--- src/rtl/des_pkg.sv ---
// DES key schedule shared definitions: permutation tables, shift
// schedules, state encoding and the C/D register bundle.
package des_pkg;

  localparam int KEY_W = 64;
  localparam int CD_W  = 28;
  localparam int SK_W  = 48;

  typedef enum logic {
    IDLE,
    EMIT
  } state_t;

  typedef struct packed {
    logic [CD_W-1:0] c;
    logic [CD_W-1:0] d;
  } cd_t;

  // 1-based FIPS bit numbers, bit 1 = MSB
  localparam int PC1_TBL [56] = '{
    57, 49, 41, 33, 25, 17,  9,
     1, 58, 50, 42, 34, 26, 18,
    10,  2, 59, 51, 43, 35, 27,
    19, 11,  3, 60, 52, 44, 36,
    63, 55, 47, 39, 31, 23, 15,
     7, 62, 54, 46, 38, 30, 22,
    14,  6, 61, 53, 45, 37, 29,
    21, 13,  5, 28, 20, 12,  4
  };

  localparam int PC2_TBL [48] = '{
    14, 17, 11, 24,  1,  5,
     3, 28, 15,  6, 21, 10,
    23, 19, 12,  4, 26,  8,
    16,  7, 27, 20, 13,  2,
    41, 52, 31, 37, 47, 55,
    30, 40, 51, 45, 33, 48,
    44, 49, 39, 56, 34, 53,
    46, 42, 50, 36, 29, 32
  };

  localparam logic [1:0] ENC_SHIFT [16] = '{
    2'd1, 2'd1, 2'd2, 2'd2, 2'd2, 2'd2, 2'd2, 2'd2,
    2'd1, 2'd2, 2'd2, 2'd2, 2'd2, 2'd2, 2'd2, 2'd1
  };

  localparam logic [1:0] DEC_SHIFT [16] = '{
    2'd0, 2'd1, 2'd2, 2'd2, 2'd2, 2'd2, 2'd2, 2'd2,
    2'd1, 2'd2, 2'd2, 2'd2, 2'd2, 2'd2, 2'd2, 2'd1
  };

  function automatic logic [CD_W-1:0] rot28(
    input logic [CD_W-1:0] x,
    input logic [1:0]      n,
    input logic            right
  );
    logic [CD_W-1:0] r;
    r = x;
    unique case ({right, n})
      3'b001:  r = {x[26:0], x[27]};
      3'b010:  r = {x[25:0], x[27:26]};
      3'b101:  r = {x[0], x[27:1]};
      3'b110:  r = {x[1:0], x[27:2]};
      default: r = x;
    endcase
    return r;
  endfunction

endpackage

--- src/rtl/des_pc2.sv ---
// DES permuted choice 2: combinational 56-to-48 bit selection
// from the concatenated {C,D} halves.
module des_pc2
  import des_pkg::*;
(
  input  logic [2*CD_W-1:0] cd,
  output logic [SK_W-1:0]   sk
);

  for (genvar i = 0; i < SK_W; i++) begin : g_pc2
    assign sk[SK_W-1-i] = cd[2*CD_W-PC2_TBL[i]];
  end

endmodule

--- src/rtl/des_key_sched.sv ---
// Iterative DES round-key generator, K1..K16 or K16..K1 order.
// Optional key byte parity check: define DES_KEY_PARITY_CHK_EN.
module des_key_sched
  import des_pkg::*;
#(
  parameter bit BACKPRESSURE_EN = 1'b1
) (
  input  logic             clk,
  input  logic             rst,
  input  logic             start,
  input  logic [KEY_W-1:0] key,
  input  logic             decrypt,
  output logic             busy,
  output logic             sk_valid,
  input  logic             sk_ready,
  output logic [SK_W-1:0]  sk_out,
  output logic [3:0]       sk_round,
  output logic             done,
  output logic             parity_err
);

  state_t          state;
  cd_t             cd_q;
  cd_t             cd_base;
  cd_t             cd_nx;
  logic            dir;
  logic [55:0]     key_pc1;
  logic [3:0]      idx;
  logic [1:0]      sh;
  logic            rdir;
  logic            hs;
  logic [SK_W-1:0] sk_nx;

  for (genvar i = 0; i < 56; i++) begin : g_pc1
    assign key_pc1[55-i] = key[KEY_W-PC1_TBL[i]];
  end

  assign hs  = sk_valid & (BACKPRESSURE_EN ? sk_ready : 1'b1);
  assign idx = sk_round + 4'd1;

  // Load path rotates PC1(key); emit path rotates the held C/D
  always_comb begin
    cd_base = cd_q;
    rdir    = dir;
    sh      = dir ? DEC_SHIFT[idx] : ENC_SHIFT[idx];
    if (state == IDLE) begin
      cd_base = key_pc1;
      rdir    = decrypt;
      sh      = decrypt ? DEC_SHIFT[0] : ENC_SHIFT[0];
    end
    cd_nx.c = rot28(cd_base.c, sh, rdir);
    cd_nx.d = rot28(cd_base.d, sh, rdir);
  end

  des_pc2 u_pc2 (
    .cd (cd_nx),
    .sk (sk_nx)
  );

  always_ff @(posedge clk) begin
    if (rst) begin
      state    <= IDLE;
      cd_q     <= '0;
      dir      <= 1'b0;
      busy     <= 1'b0;
      sk_valid <= 1'b0;
      sk_out   <= '0;
      sk_round <= '0;
      done     <= 1'b0;
    end else begin
      done <= 1'b0;
      unique case (state)
        IDLE: begin
          if (start) begin
            cd_q     <= cd_nx;
            sk_out   <= sk_nx;
            sk_round <= '0;
            dir      <= decrypt;
            sk_valid <= 1'b1;
            busy     <= 1'b1;
            state    <= EMIT;
          end
        end
        EMIT: begin
          if (hs) begin
            if (sk_round == 4'd15) begin
              sk_valid <= 1'b0;
              busy     <= 1'b0;
              done     <= 1'b1;
              state    <= IDLE;
            end else begin
              cd_q     <= cd_nx;
              sk_out   <= sk_nx;
              sk_round <= idx;
            end
          end
        end
        default: state <= IDLE;
      endcase
    end
  end

`ifdef DES_KEY_PARITY_CHK_EN
  logic key_even;

  always_comb begin
    key_even = 1'b0;
    for (int b = 0; b < 8; b++) begin
      key_even = key_even | ~(^key[8*b +: 8]);
    end
  end

  always_ff @(posedge clk) begin
    if (rst) begin
      parity_err <= 1'b0;
    end else if (state == IDLE && start) begin
      parity_err <= key_even;
    end
  end
`else
  logic unused_par;
  assign unused_par = ^key;
  assign parity_err = 1'b0;
`endif

endmodule
--- config.mk ---
export PLATFORM = sky130hd
export DESIGN_NAME = des_key_sched
export DESIGN_NICKNAME = d
export VERILOG_FILES = /design/src/rtl/des_pkg.sv /design/src/rtl/des_pc2.sv /design/src/rtl/des_key_sched.sv
export SDC_FILE = /design/constraint.sdc
export NUM_CORES = 1
export LEC_CHECK = 0
export BUFFER_PORTS_ARGS = -buffer_cell sky130_fd_sc_hd__buf_2
export CAP_MARGIN = 20
export CELL_PAD_IN_SITES_DETAIL_PLACEMENT = 0
export CELL_PAD_IN_SITES_GLOBAL_PLACEMENT = 2
export CORE_MARGIN = 1.5
export CORE_UTILIZATION = 30
export CTS_BUF_LIST = sky130_fd_sc_hd__clkbuf_8
export CTS_CLUSTER_DIAMETER = 80
export DETAILED_ROUTE_END_ITERATION = 10
export PLACE_DENSITY_LB_ADDON = 0.05
export SLEW_MARGIN = 20
export SYNTH_ARGS = -nofsm -noshare
export SYNTH_HDL_FRONTEND = slang
export SYNTH_SLANG_ARGS = --single-unit
--- constraint.sdc ---
create_clock -name clk -period 2.9 [get_ports clk]
set_input_delay 0.145 -clock clk [delete_from_list [all_inputs] [get_ports clk]]
set_output_delay 0.145 -clock clk [all_outputs]
set_load 0.02 [all_outputs]
; ---- Yosys cells after proc, flatten, opt, wreduce, memory -nomap -nowiden
; Memory sizes are Yosys's and may differ from the RTL's.
; Cells that the tools add are included.
[word_totals]
reg_bits = 112
latchBits = 0
ramBits = 0
romBits = 64
input_bits = 69
out_inout_bits = 56
elab_cells = 61
n_memories = 2
[classes]
addsub = 1
n_mul = 0
div = 0
magnitude_cmp = 1
eq_ne = 9
n_shift = 0
mux = 32
bitwise = 4
reduce_logical = 4
[memory_table]
columns = name, depth, width, read_ports, rd_clocked_by_memory_dff, wr, line
row1 = (no name shown), 16, 2, 1, 0, 0, des_key_sched.sv:45  ; sh = dir ? DEC_SHIFT[idx] : ENC_SHIFT[idx];
row2 = (no name shown), 16, 2, 1, 0, 0, des_key_sched.sv:45
[op_table]
columns = cell, count
row1 = 2-to-1 mux 56 bit, 4
row2 = case mux 28 bit (4 select lines), 2
row3 = 2-to-1 mux 48 bit, 3
row4 = case mux 56 bit (2 select lines), 1
row5 = case mux 48 bit (2 select lines), 1
row6 = 2-to-1 mux 2 bit, 6
row7 = 2-to-1 mux 4 bit, 3
row8 = 2-to-1 mux 1 bit, 9
row9 = case mux 4 bit (2 select lines), 1
row10 = "== test 3 bit, second input constant", 2
row11 = AND reduction 3 bit, 2
row12 = "greater-or-equal comparator 5 bit, second input constant", 1
row13 = inverter 4 -> 5 bit, 1
row14 = "adder 4 x 1 -> 4 bit, second input constant", 1
row15 = "== test 4 bit, second input constant", 1
row16 = "inequality test 2 x 1 -> 1 bit, second input constant", 2
row17 = "inequality test 2 bit, second input constant", 2
row18 = case mux 1 bit (2 select lines), 2
row19 = "== test 3 x 1 -> 1 bit, second input constant", 1
row20 = "== test 3 x 2 -> 1 bit, second input constant", 1
row21 = OR reduction 3 bit, 1
row22 = inverter 1 bit, 2
row23 = AND reduction 2 bit, 1
row24 = bitwise AND 1 bit, 1

; ---- Depth between registers and ports, before layout
[depth]
ltp_word = 12
ltp_mapped = 15
mapped_depth_nobuf = 13

; ---- Cells and area by module
; Synthesis repeated with hierarchy kept, for this count alone.
[unflattened]
hier_cells = 971
hier_area_um2 = 7588.5
[modules_own_cells]
columns = module, instances, cells_per_inst, area_each_um2, seq_area_each_um2
row1 = des_key_sched, 1, 923, 7228.2, 2242.2
row2 = des_pc2, 1, 48, 360.3, 0.0

; ---- Worst setup path after synthesis
; No wires, ideal clock.
[synth_path]
path_type = register -> register
from = register sk_round[1]
to = register sk_out[24]
setup_time_ns = 0.117
arrival_ns = 2.967
required_time_ns = 2.783
setup_slack_ns = -0.184
stages_incl_launch_ff = 15
n_path_buf = 2
synth_period_minus_slack_ns = 3.084
cell_sequence = dfxtp_1 -> inv_1 -> ha_1 -> nand2b_1 -> a21oi_1 -> o21ai_0 -> o41ai_1 -> a221o_1 -> ha_1 -> buf_2 -> nand2b_1 -> clkbuf_1 -> a21oi_1 -> or4_1 -> a22o_1
[synth_between]
elab_chain_cells = 12
elab_cells_between_ends = 22
cone_classes = 1 x add/sub / 6 x eq/ne / 11 x mux / 1 x bitwise / 1 x reduce/logical / 2 x memory
[synth_rtl]
columns = element, line
row1 = "start, declared", des_key_sched.sv:17  ; output logic [3:0] sk_round,
row2 = "start signal, assigned", des_key_sched.sv:94  ; sk_round <= idx;
row3 = adder 4 x 1 -> 4 bit, des_key_sched.sv:39  ; assign idx = sk_round + 4'd1;
row4 = inverter 4 -> 5 bit (implied by the code), des_key_sched.sv:45
row5 = memory read (16 x 2 bit), -
row6 = 2-to-1 mux 2 bit (implied by the code) (2 in series), des_key_sched.sv:45
row7 = 2-to-1 mux 2 bit, des_key_sched.sv:45
row8 = 2-to-1 mux 2 bit, des_key_sched.sv:46  ; if (state == IDLE) begin
row9 = == test 3 bit (tied with other cells), des_pkg.sv:59  ; unique case ({right, n})
row10 = case mux 28 bit (4 select lines), des_pkg.sv:59
row11 = 2-to-1 mux 48 bit, des_key_sched.sv:86  ; if (sk_round == 4'd15) begin
row12 = 2-to-1 mux 48 bit, des_key_sched.sv:85  ; if (hs) begin
row13 = case mux 48 bit (2 select lines), des_key_sched.sv:72  ; unique case (state)
row14 = "end signal, assigned", des_key_sched.sv:76  ; sk_out <= sk_nx;
row15 = "end signal, assigned", des_key_sched.sv:93  ; sk_out <= sk_nx;
row16 = "end, declared", des_key_sched.sv:16  ; output logic [SK_W-1:0] sk_out,
; Several ways; a longest one is shown, not always the timed one. The select of a mux whose other input is x is not followed.
; A chain may end at the register's enable or synchronous reset.

; ---- Final worst setup path
[layout_path]
from = register sk_round[0]
to = register sk_out[7]
; The elaborated chain is that of the path after synthesis.

==> reports/results.ini <==
[global_route]
gr-total-overflow=0
grt_start_max_net_pins=104
track_usage=0.252
grt_pass1_vias=7420
grt_antenna_before_repair=0
grt_pass1_wl_um=46000

[sta]
hold_ws_ps=66.8
finalHoldViolCount=0
period_needed_ps=2870
rsz0062_at_grt=true
worstMarginPinSlew_ps=822
post-route-period-util=0.990
setup_violations=0
relSlewSlack=0.452
fin_worst_skew_ps=14.0
drv_slew=0
max_freq_mhz=348

[synth]
ys.flop_type=dfxtp_1
ys_types=63
yosys_warnings=0
synthArstFlopShare=0
synth_edf_count=0
syn_inst=874
synth_seq_area_share=0.189
ys_ff_latch=64
synth_nets=947
syn_avg_cell_area_um2=7.75
syn_area_um2=6780

[cts]
clkSinkCount=64
clock-root-buffer=clkbuf_8
clkTransAtPathRegs_ps=80
cts_buffers=9
clk_latency_ps=380
cts_tree=done
holdBufCountCts=0
cts_buffer_depth=2
htreeDepth=3

[floorplanning]
rows=54
core_um2=22000
start_util=0.309
dieArea_um2=23500
die_x_um=153
die_height_um=153
io_pins=125

[critical_path]
critPathLaunchType=flop
crit_slowest_cell=dfxtp_4
crit_path_end_kind=flop
crit_type=reg -> reg
crit_required_ps=3160
crit_fanout=6
crit_family=compound AO/OA/AOI/OAI gates
crit_arrival_ps=3130
cp_num_buf_inv=3
worstPathCellList=inv_2 > ha_4 > nand2b_4 > a21oi_2 > o21ai_2 > o41ai_4 > a221o_1 > ha_4 > buf_4 > buf_4 > a22o_1 > a221oi_2 > a221o_1 > a21oi_1
cp_slowest_stage_delay_ps=370

[drt]
drc=0
drtIter0Drc=615
via_per_inst=6.27
drt_wl_total_um=31000
ant_nets=0
routedWlPerCell_um=25.2
dr.pass1.iters=5
via_count=7718

[layout]
n_antenna_cell=0
drive_above_1_share=0.297
nFillCells=2329
num-nets-final=1020
finish.utilization=0.374
syn_to_final_growth_pct=21.3

[place]
gp_congestion=0.860
port_buffers=115
hpwlAfterDp_um=20300

[power_and_ir_drop]
p_leak_nw=3.26
intPower_mw=1.85
power.share.switching=0.425
p_sw_mw=1.37
combPwrFrac=0.429
sequentialPowerShare=0.339
peakVddDrop_uv=185
clockPowerShare=0.232
power_density_nw_per_um2=393

[run]
max-cap-violations=0

[worst_hold_path]
hp-class=in -> reg

[status]
outcome=complete, no violations

## sequential cells by signal, summed over array words and instances, names as in the netlist
name	flops
sk_out	47
done	1
cd_q	9
dir	1
sk_round	4
sk_valid	1
state	1
## logic make-up (layout without fill, tap and decap cells)
group | Yosys count | in the layout | share of synthesized area
flops | 64 | 64 | 0.189
buf+inv | 151 | 228 | 0.129
other cells | 1 | 1 | 0.000553
fa+ha+maj | 4 | 4 | 0.00739
simple gates | 180 | 180 | 0.133
compound gates | 390 | 390 | 0.416
mux | 84 | 84 | 0.126
## tightest hold or removal path, delay by kind of cell
kind	cells	cell delay, ps
AND/OR/NAND/NOR	1	80
AO/OA/AOI/OAI	1	50
buffers and inverters	1	120
## power by group through the flow
stage / combinational, mW / sequential [mW] / clock, mW
finish: 1.38 / 1.09 / 0.751
CTS: 1.27 / 1.09 / 0.773
global placement: 1.25 / 1.11 / 0
detailed placement: 1.25 / 1.11 / 0
global route: 1.48 / 1.10 / 0.805
floorplan: 0.890 / 1.06 / 0
## routing by layer
metal / global-route usage / up-vias / part of all wire
li1: - / 3504 / -
met1: 0.337 / 3882 / 0.46
met2: 0.422 / 308 / 0.48
met3: 0.0332 / 24 / 0.052
met4: 0.0700 / 0 / 0.015
met5: 0 / - / 0
## cells in the mapped netlist, types with 11 or more instances
cell type | count | area (um^2)
buf_4 | 59 | 443
dfxtp_1 | 64 | 1280
a32o_1 | 36 | 360
buf_2 | 43 | 215
mux2i_1 | 76 | 761
a21oi_1 | 93 | 465
nand3_1 | 30 | 150
a22o_1 | 62 | 543
a32oi_1 | 15 | 131
a221oi_1 | 11 | 96.3
o21ai_0 | 56 | 280
nor2_1 | 33 | 124
nor2b_1 | 11 | 68.8
a22oi_1 | 23 | 173
nand2_1 | 53 | 199
clkbuf_1 | 34 | 128
nand2b_1 | 20 | 125
a211oi_1 | 11 | 82.6
a221o_1 | 14 | 140
## stage by stage
step / setup TNS (ps) / instances / worst slack [ps] / instance area [um^2] / power [mW]
after CTS: 0 / 1218 / 17.7 / 7860 / 3.13
after detailed placement: -2090 / 1200 / -206 / 7590 / 2.36
final: 0 / 1231 / 30.0 / 8220 / 3.23
after global routing: -461 / 1231 / -121 / 8220 / 3.39
after floorplan: -1.33 / 874 / -1.33 / 6780 / 1.95
after global placement: -551 / 1200 / -87.9 / 7590 / 2.36
## cell usage in the layout, fill, tap and decap left out, types with 4 or more instances in the layout
master and n:
buf_2 115, a21oi_1 86, mux2i_1 76, buf_4 63
a22o_1 62, dfxtp_1 60, o21ai_0 52, nand2_1 50
a32o_1 35, nor2_1 30, nand3_1 29, a22oi_1 22
nand2b_1 18, a32oi_1 15, a221o_1 14, buf_12 12
a211oi_1 10, clkbuf_8 10, buf_6 10, nor2b_1 9
o22ai_1 9, o211ai_1 8, a31oi_1 8, mux2_2 8
a21oi_2 7, nor3_1 6, a221oi_2 6, inv_1 6
a211o_1 6, a221oi_1 6, nor3b_1 5, nand3b_1 5
inv_2 4, and3_1 4, o21ai_1 4, a21o_1 4
a311o_1 4, ha_4 4
## final timing paths
check,from,end,slack [ps],cells past startpoint
worst min-delay path,start,state$_SDFF_PP0_,70,3
worst min register to register,sk_out[7]$_SDFFE_PP0P_,sk_out[7]$_SDFFE_PP0P_,530,2
worst max register to register,sk_round[0]$_SDFFE_PP0P_,sk_out[7]$_SDFFE_PP0P_,30,14
worst max-delay path,sk_round[0]$_SDFFE_PP0P_,sk_out[7]$_SDFFE_PP0P_,30,14
## final cells by class
type | instances | area [um^2] | share of cell area
multi-input cells | 659 | 4870 | 0.592
repair buffers | 205 | 1520 | 0.185
flip-flops and latches | 64 | 1290 | 0.157
well taps | 280 | 350 | 0.0426
clock buffers | 10 | 138 | 0.0167
inverters | 8 | 36.3 | 0.00441
clock inverters | 5 | 20.0 | 0.00243
## timing repair
action	in CTS	in global routing
buffers inserted	4	11
gates cloned	0	3
endpoints found under the setup margin	32	38
pin swaps	9	27
resized for setup	24	43
(Power assumes the default switching activity.)
